## src/rtl/tug_pkg.sv

```systemverilog
// Shared definitions for the tug-of-war game datapath: LFSR geometry,
// the random-value type seen by the comparator, and the LFSR step function.
package tug_pkg;

    localparam int LFSR_W = 10;
    localparam int TAP_HI = 9;
    localparam int TAP_LO = 6;

    typedef logic [LFSR_W-1:0] rand_t;

    localparam rand_t LFSR_LOCK = 10'h3FF;

    // One Fibonacci step with XNOR feedback; all-ones is the only lockup state.
    function automatic rand_t lfsr_next(input rand_t cur);
        return {cur[LFSR_W-2:0], ~(cur[TAP_HI] ^ cur[TAP_LO])};
    endfunction

endpackage

```

## src/rtl/cpu_rng_source_tick_divider.sv

```systemverilog
// Enable-gated modulo-PERIOD counter; flags the enabled edge that closes a period.
module tick_divider #(
    parameter int PERIOD = 4
) (
    input  logic clk,
    input  logic reset,
    input  logic enable,
    input  logic clear,
    output logic tick
);

    localparam int CW = (PERIOD > 2) ? $clog2(PERIOD) : 1;
    localparam logic [CW-1:0] LAST = CW'(PERIOD - 1);

    logic [CW-1:0] count;

    // Tick is combinational here; the top registers everything it presents.
    assign tick = enable && (count == LAST);

    // Count enabled edges, wrapping at PERIOD-1; clear restarts the period.
    always_ff @(posedge clk) begin
        // NOTE: sequential state uses non-blocking assignments so every register
        // samples pre-edge values, independent of statement order.
        if (reset) begin
            count <= '0;
        end else if (clear) begin
            count <= '0;
        end else if (enable) begin
            if (count == LAST) count <= '0;
            else               count <= count + CW'(1);
        end
    end

endmodule

```

## src/rtl/cpu_rng_source.sv

```systemverilog
// Paced pseudo-random source for the CPU opponent: a 10-bit maximal-length
// LFSR that advances once per PERIOD enabled clocks, plus a one-cycle strobe
// marking the first cycle a fresh value is visible.
module cpu_rng_source
    import tug_pkg::*;
#(
    parameter int PERIOD = 4
) (
    input  logic              clk,
    input  logic              reset,
    input  logic              enable,
    input  logic              seed_load,
    input  logic [LFSR_W-1:0] seed,
    output logic [LFSR_W-1:0] value,
    output logic              step
);

    rand_t lfsr_q;
    logic  tick;

    tick_divider #(
        .PERIOD (PERIOD)
    ) u_div (
        .clk    (clk),
        .reset  (reset),
        .enable (enable),
        .clear  (seed_load),
        .tick   (tick)
    );

    // LFSR and strobe: reset, then seed load, then lockup guard / tick advance.
    always_ff @(posedge clk) begin
        if (reset) begin
            lfsr_q <= '0;
            step   <= 1'b0;
        end else if (seed_load) begin
            // An all-ones seed would lock the XNOR LFSR, so it maps to zero.
            lfsr_q <= (seed == LFSR_LOCK) ? rand_t'(0) : seed;
            step   <= 1'b0;
        end else begin
            step <= tick;
            if (lfsr_q == LFSR_LOCK) lfsr_q <= '0;
            else if (tick)           lfsr_q <= lfsr_next(lfsr_q);
        end
    end

    assign value = lfsr_q;

endmodule

```

## config.mk

```make
export PLATFORM = sky130hd
export DESIGN_NAME = cpu_rng_source
export DESIGN_NICKNAME = d
export VERILOG_FILES = /design/src/rtl/tug_pkg.sv /design/src/rtl/cpu_rng_source_tick_divider.sv /design/src/rtl/cpu_rng_source.sv
export SDC_FILE = /design/constraint.sdc
export NUM_CORES = 1
export LEC_CHECK = 0
export CAP_MARGIN = 20
export CORE_MARGIN = 1
export CORE_UTILIZATION = 38
export DETAILED_ROUTE_END_ITERATION = 7
export GPL_ROUTABILITY_DRIVEN = 0
export PLACE_DENSITY = 0.73
export SYNTH_ARGS = -nofsm -noshare
export SYNTH_HDL_FRONTEND = slang
export SYNTH_HIERARCHICAL = 1
export SYNTH_SLANG_ARGS = --single-unit
```

## constraint.sdc

```tcl
create_clock -name clk -period 1.5 [get_ports clk]
set_input_delay 0.3 -clock clk [delete_from_list [all_inputs] [get_ports clk]]
set_output_delay 0.3 -clock clk [all_outputs]
set_load 0.005 [all_outputs]
```

==> flow_metrics.py, run 1 <==
metrics = {
    "floorplan": {
        "dieHeight_um": 44.2,
        "initial_core_util_pct": 42.9,
        "core_um2": 1580,
        "ios": 25,
        "die_area_um2": 1950,
        "die_x_um": 44.2,
        "rows": 14,
    },
    "power": {
        "power_uw": 778,
        "power.density_nw_per_um2": 740,
        "power_leakage_uw": 0.000402,
        "ir_drop_v": 0.000483,
    },
    "synthesis": {
        "synth_area_um2": 677,
        "synth_warnings": 6,
        "seq_area_frac_synth_pct": 38.4,
        "syn_inst": 75,
        "ys_ff_latch": 13,
        "ys_types": 26,
        "syn_avg_cell_area_um2": 9.03,
        "synth_nets": 90,
    },
    "finish": {
        "final_cell_mix": "clkdlybuf4s50_1, buf_4, dfxtp_2",
        "fin_nets": 126,
        "fillCellCount": 136,
        "syn2layout_area_growth_pct": 55.3,
        "drive_gt1_share_pct": 32.7,
        "layout_commonest_cell": "clkdlybuf4s50_1",
        "n_antenna_cell": 0,
        "ff_latch_area_um2": 279,
        "multi_input_area_um2": 395,
    },
    "routing": {
        "drt-initial-drc-count": 8,
        "drt_wl_total_mm": 1.65,
        "post_drt_wl_per_cell_um": 13.1,
        "drtAntennaViolNets": 0,
        "num_vias": 710,
        "via_per_inst": 5.63,
        "drt_first_pass_iters": 5,
        "drcViolationCount": 0,
    },
    "worst_setup_path": {
        "cpMaxStageDelayCell": "clkdlybuf4s50_1",
        "crit_required_ns": 1.20,
        "r2r_setup_slack_ns": 0.06,
        "cp_top_family": "buffers and inverters",
        "worst_r2r_path_depth": 5,
        "crit_start": "value[9]$_SDFFE_PP0P_",
        "criticalPathCategory": "reg -> out",
        "r2r-start": "u_div/count[0]$_SDFFE_PP0P_",
        "cp.arrival_ns": 1.16,
        "max_stage_delay_ns": 0.50,
        "crit_path_end_kind": "output pin",
        "cp-start-kind": "flip-flop",
        "cp_max_fo": 4,
        "timing.critical_path.buf_inv": 1,
        "crit_chain": "clkdlybuf4s50_1",
        "worstReg2RegEnd": "value[5]$_SDFFE_PP0P_",
    },
    "placement": {
        "dp_slack_ns": -0.215,
        "placement.io_buffers": 24,
        "hpwl_mm": 1.29,
    },
    "hold_path": {
        "whs_endpoint": "u_div/count[0]$_SDFFE_PP0P_",
        "hold_depth": 2,
        "hold_start": "u_div/count[0]$_SDFFE_PP0P_",
        "hold_path_class": "reg -> reg",
    },
    "clocking": {
        "clockBufferDepth": 2,
        "clock_sinks": 13,
        "htreeDepth": 1,
        "cts_setup_buffers": 0,
        "clock_latency_ns": 0.28,
        "cts_tree": "built",
        "clk_pin_slew_ns": 0.08,
        "root_buffer": "clkbuf_4",
        "cts_buffers": 3,
    },
    "job": {
        "drv_cap": 0,
    },
    "sta": {
        "relSlewSlack_pct": 72.1,
        "setup_viol": 0,
        "final.setup.worst_slack_ns": 0.0435,
        "report.final.hold_viol_count": 0,
        "rsz0062_at_grt": "false",
        "min_period_ns": 1.46,
        "max_freq_ghz": 0.687,
        "worst_slew_pin_slew_ns": 0.417,
        "fin_skew_ns": 0.00498,
        "slew_violations": 0,
        "timing.final.crit_share_pct": 97.1,
    },
    "global_routing": {
        "grt_use_met3_pct": 7.35,
        "grt_pass1_wl_mm": 2.65,
        "grt_max_degree": 9,
        "overflow": 0,
        "grt_pass1_vias": 616,
        "track_usage_pct": 18.5,
        "antenna_found_initial": 0,
        "top_usage_layer": "met2",
        "use_met1_pct": 23.9,
        "grt_use_met2_pct": 28.2,
    },
    "status": {
        "status": "finished, final reports clean",
    },
}
worst max-delay path by stage:
stage | slack, ns | depth (start not counted) | to
floorplan | 0.007 | 6 | value[4]$_SDFFE_PP0P_
global placement | -0.21 | 5 | value[3]$_SDFFE_PP0P_
detailed placement | -0.21 | 5 | value[4]$_SDFFE_PP0P_
CTS | 0.00005 | 1 | value[4]
global route | 0.008 | 5 | value[5]$_SDFFE_PP0P_
finish | 0.04 | 1 | value[9]
logic make-up (layout without fill, tap and decap cells):
| group | Yosys count | in the layout | share of synthesized area, % |
|---|---|---|---|
| xor gates and xnor gates | 1 | 1 | 1.29 |
| DFF | 13 | 13 | 38.4 |
| adders and majority gates | 1 | 1 | 1.85 |
| AOI/OAI and AO/OA | 23 | 23 | 28.8 |
| buffers and inverters | 7 | 42 | 6.10 |
| muxes | 1 | 1 | 1.48 |
| and+or+nand+nor | 29 | 29 | 22.0 |
synth_stat cells:
master     count  area share (%)
dfxtp_1       13              38
nor2_1         8             4.4
inv_1          5             2.8
nand2_1        5             2.8
nand4_1        4             3.7
o21a_1         4             4.4
o2bb2ai_1      4             5.2
a211o_2        3             4.4
a211oi_1       3             3.3
nand3_1        3             2.2
o21ai_0        3             2.2
o221ai_1       3             3.9
buf_6          2             3.3
nor3_1         2             1.5
or2_1          2             1.8
a211oi_2       1             1.8
and2_1         1            0.92
ha_1           1             1.8
mux2i_1        1             1.5
nand2b_1       1            0.92
nor3_2         1             1.5
o311a_2        1             1.7
o31ai_2        1             1.8
or3_1          1            0.92
or3b_1         1             1.3
xnor2_1        1             1.3
repair_timing:
action | CTS | global route
gates cloned | 0 | 0
hold buffers | 0 | 0
setup endpoints to repair | 7 | 15
pin swaps | 0 | 1
resized for setup | 6 | 12
metal layers:
metal / vias up / part of all wire, %
met5: - / 0
met4: 0 / 0.36
met3: 2 / 4.6
li1: 352 / -
met2: 17 / 48
met1: 339 / 47
sequential cells by signal, summed over array words and instances, names as in the netlist:
register / count
step: 1
u_div/count: 2
value: 10
layout make-up:
type / instances / share of cell area [%]
multi-input cells: 55 / 37.6
flip-flops and latches: 13 / 26.5
repair buffers: 33 / 29.3
inverters: 5 / 2.14
well taps: 16 / 1.90
clock buffers: 4 / 2.50
power breakdown:
group / switching (uW) / total (uW) / internal [uW]
clock: 112 / 215 / 103
combinational: 60.6 / 169 / 109
sequential: 23.9 / 393 / 369
through the flow:
stage / cell area (um2) / utilization [%] / TNS (ns) / hold slack [ns] / cells
floorplan: 679 / - / 0 / 0.365 / 75
global placement: 985 / 62.5 / -1.51 / 0.495 / 122
detailed placement: 985 / 62.5 / -1.68 / 0.505 / 122
CTS: 1020 / 64.7 / 0 / 0.505 / 126
global route: 1050 / 66.7 / 0 / 0.520 / 126
finish: 1050 / 66.7 / 0 / 0.497 / 126
Note: power is estimated with default switching activity, not from simulation.
==> inputs of run 2 (changes only) <==
--- a/config.mk
+++ b/config.mk
@@ -9,7 +9,7 @@
 export CORE_MARGIN = 1
 export CORE_UTILIZATION = 38
 export DETAILED_ROUTE_END_ITERATION = 7
-export GPL_ROUTABILITY_DRIVEN = 0
+export MAX_ROUTING_LAYER = met4
 export PLACE_DENSITY = 0.73
 export SYNTH_ARGS = -nofsm -noshare
 export SYNTH_HDL_FRONTEND = slang
==> run 2 against run 1 <==
Net effect:
- critical endpoint unchanged
- clock power is essentially flat
- count of clock-buffer cells in the layout is the same
- combinational power is essentially flat
- first-iteration DRC count shrank 50%
- register-to-register slack is essentially flat
- total power is essentially flat
- design area is the same
- flip-flop and latch count is the same
- maximum frequency is essentially flat
==> flow_metrics.py, run 2 (synthesis gave the netlist of run 1 again) <==
metrics = {
    "global_routing": {
        "grt_pass1_vias": 617,
        "track_usage_pct": 19.0,
        "grt_max_degree": 9,
        "overflow": 0,
        "grt_pass1_wl_mm": 2.64,
        "antenna_found_initial": 0,
    },
    "finish": {
        "syn2layout_area_growth_pct": 55.3,
        "layout_commonest_cell": "clkdlybuf4s50_1",
        "drive_gt1_share_pct": 32.7,
        "largest_reg_flops": 10,
        "n_antenna_cell": 0,
        "fillCellCount": 136,
        "final_cell_mix": "clkdlybuf4s50_1, buf_4, dfxtp_2",
        "fin_nets": 126,
        "finish.utilization_pct": 66.7,
    },
    "sta": {
        "slew_violations": 0,
        "timing.final.crit_share_pct": 97.2,
        "max_freq_ghz": 0.686,
        "relSlewSlack_pct": 72.1,
        "setup_viol": 0,
        "fin_skew_ns": 0.00537,
        "rsz0062_at_grt": "false",
        "worst_slew_pin_slew_ns": 0.417,
        "min_period_ns": 1.46,
        "final.setup.worst_slack_ns": 0.0427,
        "fin_setup_tns_ns": 0,
        "holdWs_ns": 0.497,
        "report.final.hold_viol_count": 0,
    },
    "worst_setup_path": {
        "cp_top_family": "buffers and inverters",
        "cp-start-kind": "flip-flop",
        "crit_path_end_kind": "output pin",
        "timing.critical_path.buf_inv": 1,
        "criticalPathCategory": "reg -> out",
        "cp_max_fo": 4,
        "max_stage_delay_ns": 0.50,
        "cp.arrival_ns": 1.16,
        "cpMaxStageDelayCell": "clkdlybuf4s50_1",
        "crit_required_ns": 1.20,
        "crit_chain": "clkdlybuf4s50_1",
    },
    "routing": {
        "drtAntennaViolNets": 0,
        "drcViolationCount": 0,
        "num_vias": 710,
        "drt_wl_total_mm": 1.66,
        "drt-initial-drc-count": 4,
        "via_per_inst": 5.63,
        "post_drt_wl_per_cell_um": 13.1,
        "drt_first_pass_iters": 5,
    },
    "floorplan": {
        "dieHeight_um": 44.2,
        "ios": 25,
        "die_x_um": 44.2,
        "die_area_um2": 1950,
        "initial_core_util_pct": 42.9,
        "rows": 14,
        "core_um2": 1580,
    },
    "placement": {
        "placement.io_buffers": 24,
        "routabilityCongestion": 0.834,
        "hpwl_mm": 1.29,
        "dp_slack_ns": -0.215,
    },
    "clocking": {
        "clk_pin_slew_ns": 0.08,
        "cts_setup_buffers": 0,
        "cts_tree": "built",
        "hold_buffers": 0,
        "clockBufferDepth": 2,
        "clock_latency_ns": 0.28,
        "cts_buffers": 3,
        "htreeDepth": 1,
        "root_buffer": "clkbuf_4",
        "clock_sinks": 13,
    },
    "status": {
        "status": "finished, final reports clean",
    },
    "job": {
        "drv_cap": 0,
    },
    "power": {
        "power.net_switching_uw": 197,
        "p_int_uw": 582,
        "switching_share_pct": 25.3,
        "power.density_nw_per_um2": 741,
        "clkPwrFrac_pct": 27.7,
        "power_leakage_uw": 0.000402,
        "p_seq_share_pct": 50.5,
        "comb_power_share_pct": 21.8,
        "ir_drop_v": 0.000484,
    },
    "hold_path": {
        "hold_path_class": "reg -> reg",
    },
}
==> run 2: metrics by stage <==
step / total power (uW) / std cells / area [um2]
final: 779 / 126 / 1050
after global routing: 819 / 126 / 1050
after CTS: 785 / 126 / 1020
after detailed placement: 560 / 122 / 985
after global placement: 558 / 122 / 985
after floorplan: 456 / 75 / 679
==> run 2: cell type report <==
cell class	count	area, um2	share of cell area (%)
multi-input cells	55	395	37.6
well taps	16	20.0	1.90
clock buffers	4	26.3	2.50
flip-flops and latches	13	279	26.5
repair buffers	33	308	29.3
inverters	5	22.5	2.14
==> run 2: final timing paths <==
check,startpoint,end,slack [ns],depth (start not counted)
max,value[9]$_SDFFE_PP0P_,value[9],0.04,1
min,u_div/count[0]$_SDFFE_PP0P_,u_div/count[0]$_SDFFE_PP0P_,0.50,2
max reg2reg,u_div/count[0]$_SDFFE_PP0P_,value[5]$_SDFFE_PP0P_,0.06,5
min reg2reg,u_div/count[0]$_SDFFE_PP0P_,u_div/count[0]$_SDFFE_PP0P_,0.50,2
==> run 2: power groups by stage <==
stage	logic, uW	registers, uW	clock network [uW]
2_1_floorplan	61.3	394	0
3_3_place_gp	161	398	0
3_5_place_dp	162	398	0
4_1_cts	164	392	229
5_1_grt	185	397	238
6_report	170	393	216
==> run 2: metal layers <==
| layer | track usage [%] | vias to the layer above | routed length, um |
|---|---|---|---|
| li1 | - | 352 | - |
| met2 | 28.2 | 17 | 794 |
| met1 | 23.9 | 339 | 781 |
| met5 | - | - | 0 |
| met4 | 5.45 | 0 | 6 |
| met3 | 7.35 | 2 | 73 |
==> run 2: repair_timing <==
item | 4_1_cts | 5_1_grt
pin swaps | 0 | 1
endpoints found under the setup margin | 7 | 15
gates resized for setup | 6 | 12
